$ cat config.mk
export PLATFORM = sky130hd
export DESIGN_NAME = emmc_dev_cmd_responder
export DESIGN_NICKNAME = d
export VERILOG_FILES = /design/src/rtl/emmc_dev_cmd_responder.sv
export SDC_FILE = /design/constraint.sdc
export NUM_CORES = 1
export LEC_CHECK = 0
export ABC_AREA = 1
export ABC_CLOCK_PERIOD_IN_PS = 2700
export CORE_AREA = 4 4 165 167
export DETAILED_ROUTE_END_ITERATION = 8
export DIE_AREA = 0 0 169 171
export GPL_TIMING_DRIVEN = 0
export PLACE_DENSITY = 0.69
export SYNTH_ARGS = -nofsm -noshare
export SYNTH_HDL_FRONTEND = slang
export SYNTH_SLANG_ARGS = --single-unit
$ cat constraint.sdc
create_clock -name clk -period 2.7 [get_ports clk]
set_clock_uncertainty 0.1 [all_clocks]
set_input_delay 0.27 -clock clk [delete_from_list [all_inputs] [get_ports clk]]
set_output_delay 0.27 -clock clk [all_outputs]
set_load 0.05 [all_outputs]
$ cat src/rtl/emmc_dev_cmd_responder.sv
// Card-side eMMC CMD line: receives 48-bit command tokens, runs the identification state machine and
// serialises R1/R2/R3 responses. Define EMMC_DEV_CRC_CHECK_EN to check the CRC7 of received commands.
module emmc_dev_cmd_responder #(
    parameter int             NCR = 2,
    parameter logic [31:0]    OCR = 32'hC0FF_8080,
    parameter logic [127:0]   CID = 128'h15010044_4A323541_0001E240_12345601,
    parameter logic [127:0]   CSD = 128'hD0270132_0F5903FF_F6DBFFEF_8E400001
) (
    input  logic        clk,
    input  logic        rst,
    input  logic        bit_en,
    input  logic        cmd_i,
    output logic        cmd_o,
    output logic        cmd_oe,
    output logic        cmd_valid,
    output logic [5:0]  cmd_index,
    output logic [31:0] cmd_arg,
    output logic [3:0]  dev_state,
    output logic [15:0] rca
);
    typedef enum logic [2:0] {RX_HUNT, RX_BITS, CHECK, WAIT_NCR, TX_BITS} phase_t;
    typedef enum logic [2:0] {RSP_NONE, RSP_R1, RSP_R2_CID, RSP_R2_CSD, RSP_R3} resp_t;

    localparam logic [3:0] ST_IDLE  = 4'd0;
    localparam logic [3:0] ST_READY = 4'd1;
    localparam logic [3:0] ST_IDENT = 4'd2;
    localparam logic [3:0] ST_STBY  = 4'd3;
    localparam logic [3:0] ST_TRAN  = 4'd4;

    phase_t         phase;
    logic [47:0]    rx_sr;
    logic [5:0]     rx_cnt;
    logic [5:0]     ncr_cnt;
    logic [135:0]   tx_sr;
    logic [7:0]     tx_cnt;
    logic [7:0]     tx_len;
    logic           crc_err;
    logic           ill_err;

    // CRC7 (x^7+x^3+1) over the top n bits of a left-aligned 120-bit field
    function automatic logic [6:0] crc7(input logic [119:0] d, input int n);
        logic [6:0] c;
        logic       fb;
        c = '0;
        for (int i = 0; i < 120; i++) begin
            if (i < n) begin
                fb = d[119-i] ^ c[6];
                c  = {c[5:0], 1'b0};
                if (fb) c = c ^ 7'h09;
            end
        end
        return c;
    endfunction

    logic [5:0]  rx_idx;
    logic [31:0] rx_arg;
    logic        frame_ok;
    logic        crc_ok;
    logic        rca_hit;
    assign rx_idx   = rx_sr[45:40];
    assign rx_arg   = rx_sr[39:8];
    assign frame_ok = !rx_sr[47] && rx_sr[46] && rx_sr[0];
    assign rca_hit  = (rx_arg[31:16] == rca);
`ifdef EMMC_DEV_CRC_CHECK_EN
    assign crc_ok = (crc7({rx_sr[47:8], 80'h0}, 40) == rx_sr[7:1]);
`else
    logic crc_field_unused;
    assign crc_field_unused = ^rx_sr[7:1];
    assign crc_ok = 1'b1;
`endif

    logic [3:0] dec_state;
    resp_t      resp;
    logic       set_ill;
    logic       do_valid;
    logic       load_rca;

    always_comb begin
        dec_state = dev_state;
        resp      = RSP_NONE;
        set_ill   = 1'b0;
        do_valid  = 1'b0;
        load_rca  = 1'b0;
        case (rx_idx)
            6'd0: dec_state = ST_IDLE;
            6'd1: if (dev_state == ST_IDLE || dev_state == ST_READY) begin
                      dec_state = ST_READY;
                      resp      = RSP_R3;
                  end else set_ill = 1'b1;
            6'd2: if (dev_state == ST_READY) begin
                      dec_state = ST_IDENT;
                      resp      = RSP_R2_CID;
                  end else set_ill = 1'b1;
            6'd3: if (dev_state == ST_IDENT) begin
                      dec_state = ST_STBY;
                      load_rca  = 1'b1;
                      resp      = RSP_R1;
                  end else set_ill = 1'b1;
            // An address mismatch deselects silently rather than flagging an error
            6'd7: if (dev_state == ST_STBY) begin
                      if (rca_hit) begin
                          dec_state = ST_TRAN;
                          resp      = RSP_R1;
                      end
                  end else if (dev_state == ST_TRAN) begin
                      if (!rca_hit) dec_state = ST_STBY;
                      else          set_ill   = 1'b1;
                  end else set_ill = 1'b1;
            6'd9: if (dev_state == ST_STBY) begin
                      if (rca_hit) resp = RSP_R2_CSD;
                  end else set_ill = 1'b1;
            6'd13: if (dev_state == ST_STBY || dev_state == ST_TRAN) begin
                      if (rca_hit) resp = RSP_R1;
                  end else set_ill = 1'b1;
            default: if (dev_state == ST_TRAN) begin
                      do_valid = 1'b1;
                      resp     = RSP_R1;
                  end else set_ill = 1'b1;
        endcase
    end

    logic [31:0]  status;
    logic [39:0]  r1_head;
    logic [135:0] resp_sr;
    logic [7:0]   resp_len;

    always_comb begin
        status       = '0;
        status[23]   = crc_err;
        status[22]   = ill_err;
        status[12:9] = dev_state;
        status[8]    = 1'b1;
        r1_head      = {2'b00, rx_idx, status};
        resp_len     = 8'd48;
        case (resp)
            RSP_R1:     resp_sr = {r1_head, crc7({r1_head, 80'h0}, 40), 1'b1, 88'h0};
            RSP_R3:     resp_sr = {8'h3F, OCR | 32'h8000_0000, 8'hFF, 88'h0};
            RSP_R2_CID: begin
                resp_sr  = {8'h3F, CID[127:8], crc7(CID[127:8], 120), 1'b1};
                resp_len = 8'd136;
            end
            RSP_R2_CSD: begin
                resp_sr  = {8'h3F, CSD[127:8], crc7(CSD[127:8], 120), 1'b1};
                resp_len = 8'd136;
            end
            default:    resp_sr = '0;
        endcase
    end

    always_ff @(posedge clk) begin
        if (rst) begin
            phase     <= RX_HUNT;
            rx_sr     <= '0;
            rx_cnt    <= '0;
            ncr_cnt   <= '0;
            tx_sr     <= '0;
            tx_cnt    <= '0;
            tx_len    <= '0;
            crc_err   <= 1'b0;
            ill_err   <= 1'b0;
            cmd_o     <= 1'b1;
            cmd_oe    <= 1'b0;
            cmd_valid <= 1'b0;
            cmd_index <= '0;
            cmd_arg   <= '0;
            dev_state <= ST_IDLE;
            rca       <= '0;
        end else begin
            cmd_valid <= 1'b0;
            case (phase)
                RX_HUNT: if (bit_en && !cmd_i) begin
                    rx_sr  <= '0;
                    rx_cnt <= 6'd1;
                    phase  <= RX_BITS;
                end
                RX_BITS: if (bit_en) begin
                    rx_sr   <= {rx_sr[46:0], cmd_i};
                    rx_cnt  <= rx_cnt + 6'd1;
                    ncr_cnt <= '0;
                    if (rx_cnt == 6'd47) phase <= CHECK;
                end
                CHECK: begin
                    phase <= RX_HUNT;
                    if (frame_ok) begin
                        if (!crc_ok) crc_err <= 1'b1;
                        else begin
                            cmd_index <= rx_idx;
                            cmd_arg   <= rx_arg;
                            dev_state <= dec_state;
                            cmd_valid <= do_valid;
                            if (load_rca) rca <= rx_arg[31:16];
                            if (set_ill) ill_err <= 1'b1;
                            if (resp != RSP_NONE) begin
                                tx_len <= resp_len;
                                if (resp == RSP_R1) begin
                                    crc_err <= 1'b0;
                                    ill_err <= 1'b0;
                                end
                                // This clk may already be the NCR-th bit-time after the end bit
                                if (bit_en && NCR == 1) begin
                                    cmd_oe <= 1'b1;
                                    cmd_o  <= resp_sr[135];
                                    tx_sr  <= {resp_sr[134:0], 1'b0};
                                    tx_cnt <= 8'd1;
                                    phase  <= TX_BITS;
                                end else begin
                                    tx_sr   <= resp_sr;
                                    ncr_cnt <= bit_en ? 6'd1 : 6'd0;
                                    phase   <= WAIT_NCR;
                                end
                            end
                        end
                    end
                end
                WAIT_NCR: if (bit_en) begin
                    if (ncr_cnt == 6'(NCR - 1)) begin
                        cmd_oe <= 1'b1;
                        cmd_o  <= tx_sr[135];
                        tx_sr  <= {tx_sr[134:0], 1'b0};
                        tx_cnt <= 8'd1;
                        phase  <= TX_BITS;
                    end else ncr_cnt <= ncr_cnt + 6'd1;
                end
                TX_BITS: if (bit_en) begin
                    if (tx_cnt == tx_len) begin
                        cmd_oe <= 1'b0;
                        cmd_o  <= 1'b1;
                        phase  <= RX_HUNT;
                    end else begin
                        cmd_o  <= tx_sr[135];
                        tx_sr  <= {tx_sr[134:0], 1'b0};
                        tx_cnt <= tx_cnt + 8'd1;
                    end
                end
                default: phase <= RX_HUNT;
            endcase
        end
    end
endmodule

==> impl_metrics.toml, run 1 <==
[placed_design]
place_inst = 2337
place_area_sq_um = 13700
pre_cts_slack_ns = -0.428
gp_congestion = 0.924
port_buffers = 63
place_hpwl_mm = 23.4

[grt]
grt_overflow = 0
grt_usage = 0.229
grt.busiest_layer = "met2"
grt_pass1_vias = 11200
met1_usage = 0.301
grtUsageMet3 = 0.0404
antenna_found_initial = 0
grt_pass1_wl_mm = 55.5
grt_max_degree = 15
grt_use_met2 = 0.390

[clocking]
cts_buffer_depth = 3
clkSinkCount = 270
clkTransAtPathRegs_ns = 0.06
tritoncts.num_buffers = 30
clock_latency_ns = 0.55
cts_tree = "done"
htree_levels = 1
clock-root-buffer = "clkbuf_16"

[power]
clkPwrFrac = 0.420
ir_worst_vdd_mv = 0.496
power_density_nw_per_um2 = 692
p_sw_uw = 2860
p_leak_uw = 0.00665
p_sw_frac = 0.278
seqPwrFrac = 0.422
comb_power_share = 0.158
p_int_uw = 7430

[sta]
worst_pin_slew_ns = 0.954
maxSlewViolCount = 0
setup_viol = 0
finalCritPeriodShare = 0.934
post-route-min-period_ns = 2.52
fmax_ghz = 0.397
final.setup.worst_slack_ns = 0.179
relSlewSlack = 0.364
tns_ns = 0
hold_viol = 0

[critical_path]
worst_setup_path_start_kind = "flop"
crit_fanout = 10
criticalPathCategory = "reg2reg"
cp.arrival_ns = 2.89
critPathRequiredTime_ns = 3.07
worst_setup_path_end_kind = "flop"

[synthesis]
synth_area_leaders = "dfxtp_1 43%, nand2_1 18%, nor2_1 9.7%"
post-synth-top-area-cell = "dfxtp_1"
synth.most_common_cell = "nand2_1"
async_flop_share = 0
yosys-top-cells-count = "606 x nand2_1, 327 x nor2_1, 270 x dfxtp_1"
synthFlopType = "dfxtp_1"
ys_seq_area_frac = 0.427
synth_edf_count = 0
yosys_warnings = 0
syn-num-nets = 1952
synthDominantCellAreaShare = 0.427
ys_types = 39
avgSynthCellArea_sq_um = 6.52
syn_inst = 1939
ys_ff_latch = 270
netlist_area_sq_um = 12600

[outcome]
status = "complete, no violations"

[finish]
layout-drive-gt1-share = 0.0714
diodes = 0
finalNonFillerCells = 2394
syn_to_final_growth_pct = 17.6
fin_area_sq_um = 14900
final_core_util = 0.577
fin_nets = 2052

[routing]
drc = 0
drt_pass1_iterations = 5
num_vias = 12100
avgViaCountPerCell = 5.06
drt-initial-drc-count = 896
wire_per_inst_microns = 14.2
drtAntennaViolNets = 0
wl_mm = 33.9

[flow_run]
maxCapViolCount = 0

[floorplan]
initial_core_util = 0.491
core_area_sq_um = 25800
die_h_microns = 171
die_x_microns = 169
core.rowCount = 59
ios = 65
die_area_sq_um = 28900

[hold_path]
hold_class = "in2reg"
[area by class of cell]
| cell class | count | area, sq um |
|---|---|---|
| clock inverters | 11 | 155 |
| plain buffers | 105 | 558 |
| repair buffers | 68 | 668 |
| inverters | 206 | 777 |
| well taps | 335 | 419 |
| multi-input cells | 1358 | 5990 |
| clock buffers | 41 | 893 |
| flip-flops and latches | 270 | 5420 |
| fillers | 2466 | 10900 |
[power groups by stage]
| stage | registers, uW | logic [uW] | clock network (uW) |
|---|---|---|---|
| 2_1_floorplan | 4410 | 1210 | 0 |
| 3_3_place_gp | 4420 | 1560 | 0 |
| 3_5_place_dp | 4430 | 1580 | 0 |
| 4_1_cts | 4350 | 1590 | 4380 |
| 5_1_grt | 4370 | 1850 | 4540 |
| 6_report | 4340 | 1620 | 4320 |
[worst max-delay path, cell delays in order (launching register included)]
cell and delay (ns):
dfxtp_4 0.38, inv_2 0.12, ha_1 0.16, nand3_1 0.12
nor2_4 0.16, inv_2 0.05, nand2_1 0.11, nor3_2 0.08
inv_2 0.10, nand3_4 0.11, nor2_4 0.16, nand2_4 0.07
nand4_4 0.11, buf_8 0.20, buf_6 0.18, nand2_1 0.06
a21oi_1 0.16
[cell usage in the layout, fill, tap and decap left out, drive strengths merged, types with 4 or more instances in the layout]
cell,synthesis,final
nand3,51,51
nor2,334,334
buf,38,40
ha,9,9
clkbuf,67,111
clkinv,2,8
nand2,608,608
bufinv,0,4
dfxtp,270,270
nor3b,6,6
a21oi,150,150
nand4,22,22
a211oi,12,12
xor2,12,12
o22ai,4,4
o21ai,123,123
clkdlybuf4s50,0,63
nor3,12,12
inv,204,204
[layer usage]
metal,wire (microns),part of all wire
met3,2130,0.063
met2,15500,0.46
met1,15300,0.45
met5,0,0
met4,896,0.026
[logic make-up after synthesis]
kind of cell / count (synthesis) / share of synthesized area
fa+ha+maj: 9 / 0.00891
other cells: 1 / 0.000297
xor+xnor: 14 / 0.00970
compound gates: 295 / 0.121
flops: 270 / 0.427
buf+inv: 311 / 0.103
simple gates: 1039 / 0.330
[sequential cells by signal (all words and copies together) (netlist names)]
register   count
rca           16
cmd_arg       32
cmd_oe         1
ncr_cnt        6
tx_cnt         8
ill_err        1
tx_sr        136
cmd_index      6
rx_cnt         6
tx_len         2
rx_sr         48
dev_state      3
phase          3
cmd_valid      1
cmd_o          1
[final timing paths]
| path | end | depth (start not counted) | startpoint | slack (ns) |
|---|---|---|---|---|
| max reg2reg | tx_sr[38]$_SDFFE_PP0P_ | 16 | rx_sr[43]$_SDFFE_PP0P_ | 0.18 |
| min | rx_sr[0]$_SDFFE_PP0P_ | 3 | cmd_i | 0.29 |
| max | tx_sr[38]$_SDFFE_PP0P_ | 16 | rx_sr[43]$_SDFFE_PP0P_ | 0.18 |
| min reg2reg | tx_sr[99]$_SDFFE_PP0P_ | 2 | tx_sr[99]$_SDFFE_PP0P_ | 0.36 |
[stage by stage]
step                      hold WS (ns)  total power [uW]
after global placement           0.349              5980
final                            0.289             10300
after global routing             0.270             10800
after detailed placement         0.352              6010
after CTS                        0.263             10300
after floorplan                  0.319              5620
[timing repair]
action / CTS / global route
resized for setup: 6 / 38
buffers inserted: 0 / 5
setup endpoints to repair: 74 / 160
pin swaps: 0 / 3
hold buffers: 0 / 0
Note: power is estimated with default switching activity, not from simulation.
==> run 2, diff against run 1 <==
--- a/config.mk
+++ b/config.mk
@@ -7,11 +7,13 @@
 export LEC_CHECK = 0
 export ABC_AREA = 1
 export ABC_CLOCK_PERIOD_IN_PS = 2700
-export CORE_AREA = 4 4 165 167
+export CORE_AREA = 4 4 153 155
 export DETAILED_ROUTE_END_ITERATION = 8
-export DIE_AREA = 0 0 169 171
+export DIE_AREA = 0 0 157 159
 export GPL_TIMING_DRIVEN = 0
-export PLACE_DENSITY = 0.69
+export PLACE_DENSITY = 0.79
+export RECOVER_POWER = 50
 export SYNTH_ARGS = -nofsm -noshare
 export SYNTH_HDL_FRONTEND = slang
 export SYNTH_SLANG_ARGS = --single-unit
+export TNS_END_PERCENT = 30
==> impl_metrics.toml, run 2 (synthesis results as in run 1) <==
[floorplan]
die_area_sq_um = 25000
initial_core_util = 0.579
core_area_sq_um = 21800
die_h_microns = 159
core.rowCount = 54
die_x_microns = 157
ios = 65

[routing]
drt_pass1_iterations = 6
drt-initial-drc-count = 807
num_vias = 12200
drtAntennaViolNets = 0
wire_per_inst_microns = 13.9
wl_mm = 32.6
avgViaCountPerCell = 5.21
drc = 0

[clocking]
cts_tree = "done"
hold_buffers = 0
clock_latency_ns = 0.54
clkTransAtPathRegs_ns = 0.06
htree_levels = 1
clock-root-buffer = "clkbuf_16"
cts_buffer_depth = 3
clkSinkCount = 270
tritoncts.num_buffers = 29

[finish]
fin_area_sq_um = 14700
multiInputGateArea_sq_um = 5980
largest_reg_flops = 136
seqCellArea_sq_um = 5410
final_core_util = 0.675
top_register = "tx_sr"
syn_to_final_growth_pct = 16.4
finalNonFillerCells = 2338
nFillCells = 1910
final_common_cell = "nand2_1"
layout-drive-gt1-share = 0.0671
diodes = 0
final_cell_mix = "603 x nand2_1, 323 x nor2_1, 266 x dfxtp_1"
fin_nets = 2050
top_regs = "tx_sr (136), rx_sr (48), cmd_arg (32)"

[sta]
maxSlewViolCount = 0
fmax_ghz = 0.389
relSlewSlack = 0.406
rsz0062_at_grt = "yes"
worst_pin_slew_ns = 0.892
hold_viol = 0
tns_ns = 0
setup_viol = 0
whs_ns = 0.306
post-route-min-period_ns = 2.57
finalCritPeriodShare = 0.953

[critical_path]
criticalPathCategory = "reg2reg"
path_cells = "inv_1, ha_1, nand2_1, nor2_2, nand2_1, inv_1, nand3_1, nand2_1, nand2_2, inv_1, nand2_4, clkbuf_4, o21ai_0, nor2_1, nor2_1"
critPathRequiredTime_ns = 3.03
worst_setup_path_start_kind = "flop"
crit_fanout = 10
reg2reg_slack_ns = 0.13
cp.arrival_ns = 2.90
worst_setup_path_end_kind = "flop"
slowest_delay_ns = 0.44
critPathSlowestCell = "dfxtp_2"

[power]
p_sw_frac = 0.278
power_density_nw_per_um2 = 682
clkPwrFrac = 0.408
p_leak_uw = 0.00682
p_int_uw = 7240
ir_worst_vdd_mv = 0.437
p_sw_uw = 2790
seqPwrFrac = 0.433
comb_power_share = 0.159

[grt]
antenna_found_initial = 0
grt_pass1_vias = 11400
grt_max_degree = 14
grt_pass1_wl_mm = 54.3
grt_usage = 0.255
grt_overflow = 0

[flow_run]
maxCapViolCount = 0

[outcome]
status = "complete, no violations"

[placed_design]
place_inst = 2282
place_area_sq_um = 13600
gp_congestion = 0.873
place_hpwl_mm = 22.9
port_buffers = 63

[hold_path]
hold_class = "in2reg"
-- run 2: per-stage QoR --
stage               power [uW]  setup WS, ns
global placement          5950        -0.303
finish                   10000         0.127
detailed placement        5990        -0.350
global route             10500       -0.0539
floorplan                 5620         0.268
CTS                      10000        0.0167
-- run 2: layout make-up --
type,instances,share of cell area
Buffer,105,0.0377
Clock buffer,42,0.0587
Clock inverter,10,0.00850
Inverter,206,0.0528
Multi-Input combinational cell,1358,0.406
Sequential cell,270,0.368
Tap cell,280,0.0238
Timing Repair Buffer,67,0.0449
-- run 2: worst paths after layout --
path                           from                endpoint  cells past startpoint
max          rx_sr[42]$_SDFFE_PP0P_  tx_sr[21]$_SDFFE_PP0P_                     15
max reg2reg  rx_sr[42]$_SDFFE_PP0P_  tx_sr[21]$_SDFFE_PP0P_                     15
min reg2reg  tx_sr[30]$_SDFFE_PP0P_  tx_sr[30]$_SDFFE_PP0P_                      2
min                           cmd_i   rx_sr[0]$_SDFFE_PP0P_                      3
-- run 2: power by group through the flow --
stage	logic, uW	clock network (uW)	registers, uW
floorplan	1210	0	4410
global placement	1530	0	4420
detailed placement	1560	0	4430
CTS	1570	4120	4350
global route	1820	4290	4370
finish	1590	4090	4350
-- run 2: worst max-delay path, delay by kind of cell, from the launching register on --
family	cells	cell delay, ns
compound gates	1	0.11
fa+ha+maj	1	0.21
simple gates	9	1.06
flops	1	0.44
buf+inv	4	0.53
-- run 2: repair_timing --
item / in CTS / in global routing
cloned: 0 / 0
endpoints found under the setup margin: 74 / 154
resized for setup: 5 / 27
setup buffers: 0 / 4
pin swaps: 0 / 3
-- run 2: metal layers --
layer	global-route usage	vias to the layer above	routed length (microns)
met5	0	-	0
li1	-	6213	-
met3	0.0348	68	1640
met2	0.447	320	15600
met1	0.326	5570	14400
met4	0.0769	0	923
